## src/rtl/arm_mem_pkg.sv

```systemverilog
// Shared types and constants for the unified-memory arbiter between the fetch
// and memory stages.
package arm_mem_pkg;

    typedef enum logic [1:0] {
        IDLE  = 2'd0,
        IBUSY = 2'd1,
        DBUSY = 2'd2
    } arb_state_t;

    localparam logic [31:0] ERR_DATA        = 32'hDEADBEEF;
    localparam int          MAX_DSTREAK_DEF = 4;
    localparam int          TIMEOUT_DEF     = 15;

    // Bits needed to hold values 0..maxval.
    function automatic int cnt_w(input int maxval);
        return (maxval < 1) ? 1 : $clog2(maxval + 1);
    endfunction

endpackage

```

## src/rtl/mem_timeout_counter.sv

```systemverilog
// Busy-cycle counter for the arbiter. It is cleared on grant, counts while
// enabled, and flags the terminal count once it reaches TIMEOUT.
module mem_timeout_counter
    import arm_mem_pkg::*;
#(
    parameter int TIMEOUT = TIMEOUT_DEF
) (
    input  logic clk,
    input  logic reset,
    input  logic clear,
    input  logic enable,
    output logic tc
);

    localparam int W = cnt_w(TIMEOUT);

    logic [W-1:0] count;

    assign tc = (count == W'(TIMEOUT));

    always_ff @(posedge clk or negedge reset) begin
        if (!reset) begin
            count <= '0;
        end else if (clear) begin
            count <= '0;
        end else if (enable && !tc) begin
            count <= count + W'(1);
        end
    end

endmodule

```

## src/rtl/mem_arbiter.sv

```systemverilog
// Arbitrates a single-port memory between instruction fetch and data access.
// Data normally wins, but fetch is guaranteed a slot after MAX_DSTREAK data grants.
module mem_arbiter
    import arm_mem_pkg::*;
#(
    parameter int MAX_DSTREAK = MAX_DSTREAK_DEF,
    parameter int TIMEOUT     = TIMEOUT_DEF
) (
    input  logic        clk,
    input  logic        reset,
    input  logic        IReq,
    input  logic [31:0] IAddr,
    output logic [31:0] IRData,
    output logic        IReady,
    input  logic        DReq,
    input  logic        DWrite,
    input  logic [31:0] DAddr,
    input  logic [31:0] DWData,
    output logic [31:0] DRData,
    output logic        DReady,
    output logic        MemReq,
    output logic        MemWE,
    output logic [31:0] MemAddr,
    output logic [31:0] MemWData,
    input  logic [31:0] MemRData,
    input  logic        MemAck,
    output logic        StallMemF,
    output logic        StallMemM,
    output logic        BusErr
);

    localparam int SW = cnt_w(MAX_DSTREAK);

    arb_state_t    state, state_next;
    logic [SW-1:0] streak;
    logic          busy, arb_open, i_want, d_want, streak_full;
    logic          grant_i, grant_d, ack_done, tout_done, finish, tc;

    assign busy        = (state != IDLE);
    assign MemReq      = busy;
    assign StallMemF   = IReq & ~IReady;
    assign StallMemM   = DReq & ~DReady;
    assign streak_full = (streak == SW'(MAX_DSTREAK));
    assign finish      = ack_done | tout_done;

    // A requester that just completed presents its next request only in the
    // following cycle, so no grant is made while any Ready is high; both sides
    // then compete on equal terms one cycle later.
    assign arb_open = ~(IReady | DReady);
    assign i_want   = IReq & arb_open;
    assign d_want   = DReq & arb_open;

    mem_timeout_counter #(
        .TIMEOUT (TIMEOUT)
    ) u_timeout (
        .clk    (clk),
        .reset  (reset),
        .clear  (grant_i | grant_d),
        .enable (busy),
        .tc     (tc)
    );

    always_ff @(posedge clk or negedge reset) begin
        if (!reset) begin
            state <= IDLE;
        end else begin
            state <= state_next;
        end
    end

    always_comb begin
        state_next = state;
        grant_i    = 1'b0;
        grant_d    = 1'b0;
        ack_done   = 1'b0;
        tout_done  = 1'b0;
        case (state)
            IDLE: begin
                if (d_want && !(i_want && streak_full)) begin
                    grant_d    = 1'b1;
                    state_next = DBUSY;
                end else if (i_want) begin
                    grant_i    = 1'b1;
                    state_next = IBUSY;
                end
            end
            IBUSY, DBUSY: begin
                // An acknowledge on the terminal-count cycle still counts as success.
                if (MemAck) begin
                    ack_done   = 1'b1;
                    state_next = IDLE;
                end else if (tc) begin
                    tout_done  = 1'b1;
                    state_next = IDLE;
                end
            end
            default: state_next = IDLE;
        endcase
    end

    always_ff @(posedge clk or negedge reset) begin
        if (!reset) begin
            IReady   <= 1'b0;
            DReady   <= 1'b0;
            IRData   <= '0;
            DRData   <= '0;
            MemWE    <= 1'b0;
            MemAddr  <= '0;
            MemWData <= '0;
            BusErr   <= 1'b0;
            streak   <= '0;
        end else begin
            IReady <= finish && (state == IBUSY);
            DReady <= finish && (state == DBUSY);

            if (grant_i) begin
                MemAddr  <= IAddr;
                MemWE    <= 1'b0;
                MemWData <= '0;
            end else if (grant_d) begin
                MemAddr  <= DAddr;
                MemWE    <= DWrite;
                MemWData <= DWData;
            end else if (finish) begin
                MemWE <= 1'b0;
            end

            if (finish && (state == IBUSY)) begin
                IRData <= ack_done ? MemRData : ERR_DATA;
            end
            // Stores leave the load-data register untouched.
            if (finish && (state == DBUSY) && !MemWE) begin
                DRData <= ack_done ? MemRData : ERR_DATA;
            end

            if (tout_done) begin
                BusErr <= 1'b1;
            end

            if (grant_i) begin
                streak <= '0;
            end else if (grant_d && IReq) begin
                streak <= streak_full ? streak : streak + SW'(1);
            end else if ((state == IDLE) && !IReq) begin
                streak <= '0;
            end
        end
    end

endmodule

```

## config.mk

```make
export PLATFORM = sky130hd
export DESIGN_NAME = mem_arbiter
export DESIGN_NICKNAME = d
export VERILOG_FILES = /design/src/rtl/arm_mem_pkg.sv /design/src/rtl/mem_timeout_counter.sv /design/src/rtl/mem_arbiter.sv
export SDC_FILE = /design/constraint.sdc
export NUM_CORES = 1
export LEC_CHECK = 0
export BUFFER_PORTS_ARGS = -buffer_cell sky130_fd_sc_hd__clkbuf_2
export CAP_MARGIN = 20
export CORE_ASPECT_RATIO = 2
export CORE_UTILIZATION = 45
export DETAILED_ROUTE_END_ITERATION = 10
export HOLD_SLACK_MARGIN = 0.02
export PLACE_DENSITY = 0.77
export SETUP_SLACK_MARGIN = 0.1
export SYNTH_ARGS = -nofsm -noshare
export SYNTH_HDL_FRONTEND = slang
export SYNTH_SLANG_ARGS = --single-unit
export TNS_END_PERCENT = 10
```

## constraint.sdc

```tcl
create_clock -name clk -period 2.1 [get_ports clk]
set_input_delay 0.315 -clock clk [delete_from_list [all_inputs] [get_ports clk]]
set_output_delay 0.315 -clock clk [all_outputs]
set_load 0.01 [all_outputs]
```

* Word-level counts from Yosys, hierarchy flattened
Cells that the tools add are included.
** Storage, ports and cells
- Memories :: 0
- Bits in read-only memories :: 0
- Input port bits :: 134
- RAM bits :: 0
- Bits in latches :: 0
- Output and inout port bits :: 135
- Logic and storage cells :: 80
- Register bits after elaboration :: 141
** Operators by class
- Reductions and logical operators :: 21
- Shifts and indexed selects :: 0
- Order comparisons :: 0
- Equal/unequal tests :: 7
- Add/subtract/negate cells :: 2
- Bitwise gates (word level) :: 10
- Mux-type cells :: 29
- Div/mod/pow operators :: 0
- Multiply operators :: 0
** Operators by type and width (count)
- two-way mux 32 bit :: 5
- two-way mux 1 bit :: 13
- two-way mux 3 bit :: 4
- logical AND 1 bit :: 8
- two-way mux 2 bit :: 4
- two-way mux 4 bit :: 2
- != test 3 bit, second input constant :: 2
- nonzero test 2 bit :: 3
- nonzero test 3 bit :: 2
- adder 4 x 1 -> 4 bit, second input constant :: 1
- AND 1 bit :: 4
- equality test 4 bit, second input constant :: 1
- zero test 1 bit :: 4
- one-hot mux 2 bit (2 select lines) :: 1
- AND reduction 2 bit :: 2
- adder 3 x 1 -> 3 bit, second input constant :: 1
- equality test 3 bit, second input constant :: 1
- != test 3 x 2 -> 1 bit, second input constant :: 1
- inverter 1 bit :: 3
- bitwise OR 1 bit :: 3
- equality test 2 x 1 -> 1 bit, second input constant :: 1
- equality test 2 bit, second input constant :: 1
- zero test 2 bit :: 1
- OR reduction 2 bit :: 1

* Logic depth before layout (Yosys ltp)
- Depth in word-level cells :: 11
- Mapped depth :: 8

* Cells and area by module
Synthesis repeated with hierarchy kept, for this count alone.
** Unflattened totals
- Cell total of the unflattened synthesis :: 532
- Area total of the unflattened synthesis :: 6084.6 um^2
** By module, submodules not included
- mem_arbiter :: cells an instance 512, area an instance 5855.6 um^2, instances 1
- mem_timeout_counter :: cells an instance 20, area an instance 229.0 um^2, instances 1

* Worst setup path before layout
OpenSTA, ideal clock, no wires.
- Kind :: reg-to-reg
- From :: register state[0]
- To :: register MemAddr[12]
- Data arrival time :: 1634 ps
- Period minus slack after synthesis :: 1760 ps
- Cell stages (with the launch flop) :: 9
- Library setup time :: 126 ps
- Slack :: 340 ps
- Required time :: 1974 ps
- Cells stage by stage :: dfrtp_1 -> inv_1 -> ha_1 -> buf_6 -> nor3b_4 -> and3_1 -> buf_6 -> buf_8 -> a221o_1
** Between the ends
- Longest elaborated chain between the ends :: 3
- Elaborated cells between the ends (all ways) :: 5
** Ends and longest elaborated chain
- start: declaration :: RTL line mem_arbiter.sv:34 : arb_state_t state, state_next;
- start signal: assignment :: RTL line mem_arbiter.sv:67 : state <= state_next;
- zero test 2 bit * :: RTL line mem_arbiter.sv:77 : case (state)
- two-way mux 1 bit :: RTL line mem_arbiter.sv:77
- two-way mux 32 bit or nonzero test 2 bit (tied branches)
- end signal: assignment :: RTL line mem_arbiter.sv:117 : MemAddr <= IAddr;
- end signal: assignment :: RTL line mem_arbiter.sv:121 : MemAddr <= DAddr;
- end: declaration :: RTL line mem_arbiter.sv:23 : output logic [31:0] MemAddr,
Every way passes the cells marked *; elsewhere a longest branch is shown, timed or not.
A chain may end at the register's enable or synchronous reset.

* Final worst setup path
- From :: register state[0]
- To :: register DRData[14]
** Between the ends
- Longest elaborated chain between the ends :: 6
- Elaborated cells between the ends (all ways) :: 9
** Ends and longest elaborated chain
- equality test 2 x 1 -> 1 bit or equality test 2 bit (tied branches) :: RTL line mem_arbiter.sv:77, mem_arbiter.sv:132
- OR reduction 2 bit :: RTL line mem_arbiter.sv:77
- two-way mux 1 bit :: RTL line mem_arbiter.sv:77
- bitwise OR 1 bit :: RTL line mem_arbiter.sv:44 : assign finish = ack_done | tout_done;
- logical AND 1 bit (2 in series) :: RTL line mem_arbiter.sv:132 : if (finish && (state == DBUSY) && !MemWE) begin
- end signal: assignment :: RTL line mem_arbiter.sv:133 : DRData <= ack_done ? MemRData : ERR_DATA;
- end: declaration :: RTL line mem_arbiter.sv:19 : output logic [31:0] DRData,
Several ways; a longest one is shown, not always the timed one.

==> metrics <==
# Max-Cap Violations=0; die width=82.7 um; startpoint type of the worst setup path=register; global-route wire length before repair=24.4 mm; DPL Wire Length=11.9 mm; Synth Cell Area=0.00586 mm^2; Unique masters post-synth=51; PortBufs=268; die area=0.0135 mm^2; Final ANT Viol Nets=0; CP Cell Sequence=inv_1 > ha_1 > nor2b_2 > buf_4 > nand3_1 > a32o_1; RSZ-0062 raised after global routing=yes; total gr overflow=0; CTS Sinks=141; TritonCTS clock tree=yes; WL per Instance=18.9 um; Residual DRC=0; #FFs+latches synth=141; Mapped Cells=439; M1 WL=6.07 mm; reg2reg setup slack=200 ps; fin crit period=1900 ps; setup TNS=0 ps; CP peak stage delay=390 ps; pin count of the biggest net entering global routing=58; PwrDens=1680 mW/mm^2; reg2reg path depth=6; P_leak=4.00 nW; # IOs=269; Most used DFF post-synth=dfrtp_1; Final #Nets=843; Hold Path Depth=2; Final Max Slew Viols=0; Hold Slack=128 ps; drt pass-1 iters=4; Max transition margin=62.9%; Via density=5.76; # diodes=0; Root Driver=clkbuf_16; DIE HEIGHT=163 um; clk buf depth=2; asr flop ratio synth=100%; initial core utilization=46.4%; CP arrival=2190 ps; initial antenna violation count=0; post-route clock period utilization=90.5%; Inst Count DP=831; Final setup viols=0; crit path kind=register to register; FP Rows=58; gp weighted congestion=0.813; VDD IR max=1010 uV; syn_nets=579; number of DRC markers in iteration 0=189; Clk Latency, worst-skew pair=410 ps; Max Freq=526 MHz; Final Total Pwr=13.2 mW; Final Util=62.2%; synth warn=0; crit-path leading delay family=buffers and inverters; crit end category=register; final std cells w/o fill=866; layout cells sized above 1=46.5%; Fin. Hold Viols=0; CP Max Fanout=33; drt total wl=16.4 mm; Core Region=0.0126 mm^2; number of synthesized flops with an enable pin=0; H-tree depth=4; clk_skew=11.4 ps; routed wire length on met3=1.16 mm; WP depth=6; CTS clock-pin slew for the worst setup and hold paths=60 ps; status=complete, no violations; metal2 WL=8.62 mm; worst slew pin tran=557 ps; vias=4985; CP max stage cell=dfrtp_1; Buffers & Inverters on Critical Path=2; number of global-route vias before repair=4910; P&R area growth vs syn=34.1%; Worst Path Required=2390 ps; top sig layer=met4; Syn Area/Cell=13.3 um^2; GRT Overall Usage=24.2%; Num CTS Buffers=17; Seq/Total Area, Yosys=60.2%; Worst Hold Class=input port to register
[metal layers]
metal | vias up | GRT usage [%]
li1 | 2222 | -
met1 | 2460 | 27.1
met2 | 261 | 42.2
met3 | 42 | 5.53
met4 | 0 | 10.8
met5 | - | 0
[final timing paths]
path / from / to
worst min register to register: BusErr$_DFFE_PN0P_ / BusErr$_DFFE_PN0P_
max in group asynchronous: reset / IRData[7]$_DFFE_PN0P_
worst max-delay path: state[0]$_DFFE_PN0P_ / DRData[14]$_DFFE_PN0P_
worst min-delay path: DWData[10] / MemWData[10]$_DFFE_PN0P_
worst max register to register: state[0]$_DFFE_PN0P_ / DRData[14]$_DFFE_PN0P_
min in group asynchronous: reset / MemWData[7]$_DFFE_PN0P_
[synthesized netlist by cell type (3+ instances only)]
cell	number	area, um^2
a21oi_1	3	15.0
nor2b_1	4	25.0
dfrtp_1	141	3530
clkbuf_1	13	48.8
and3_1	4	25.0
buf_6	6	67.6
a22o_1	32	280
inv_1	6	22.5
a32o_1	17	170
a221o_2	3	33.8
a2bb2oi_1	48	420
nor2_1	26	97.6
nand3_1	4	20.0
nand2_1	6	22.5
buf_2	12	60.1
buf_4	5	37.5
buf_8	4	60.1
a31o_2	3	26.3
a21boi_0	33	248
ha_1	6	75.1
a221o_1	29	290
[registers in the layout, indices dropped and copies added, names as in the netlist]
register,cells
BusErr,1
DRData,32
DReady,1
IRData,32
IReady,1
MemAddr,32
MemWData,32
MemWE,1
state,2
streak,3
u_timeout.count,4
[through the flow]
stage	worst slack, ps	instance area [um^2]
floorplan	340	5860
global placement	218	7240
detailed placement	125	7240
CTS	117	7840
global route	-5.58	7860
finish	199	7860
[area by class of cell]
type,instances,area (um^2)
Fill cell,1036,4770
Multi-Input combinational cell,248,2000
Clock inverter,13,153
Clock buffer,19,433
Tap cell,150,188
Sequential cell,141,3530
Inverter,7,26.3
Timing Repair Buffer,288,1530
[worst reg2reg max path, stage by stage (launching register included)]
cell	delay [ps]
dfrtp_1	390
inv_1	130
ha_1	180
nor2b_2	140
buf_4	340
nand3_1	320
a32o_1	310
[placed cells by master, fill, tap and decap left out, drive strengths merged, types with 4 or more instances in the layout]
cell      instances
clkbuf          286
dfrtp           141
a2bb2oi          48
a21boi           33
a22o             32
a221o            32
nor2             26
buf              20
a32o             17
inv              12
nand2             7
ha                6
clkinvlp          5
nand3             5
and3              5
nor2b             4
[power by group]
part | leakage [nW] | switching [mW] | internal (mW) | total (mW)
sequential | 1.73 | 0.765 | 3.98 | 4.74
combinational | 2.01 | 2.94 | 2.57 | 5.52
clock | 0.270 | 1.20 | 1.78 | 2.97
[timing repair]
| action | 4_1_cts | 5_1_grt |
|---|---|---|
| buffers inserted | 0 | 2 |
| setup endpoints to repair | 0 | 94 |
| resized for setup | 0 | 2 |
| hold endpoints to repair | 54 | 0 |
| hold buffers | 1 | 0 |
[logic make-up after synthesis]
| logic type | after synthesis | share of synthesized area, % |
|---|---|---|
| flip-flops | 141 | 60.2 |
| buffers and inverters | 50 | 5.68 |
| AO/OA/AOI/OAI | 182 | 27.2 |
| adder cells (fa/ha/maj) | 6 | 1.28 |
| multiplexers | 1 | 0.171 |
| AND/OR/NAND/NOR | 58 | 5.25 |
| XOR/XNOR | 1 | 0.150 |
Power figures use the tool's default switching activity.
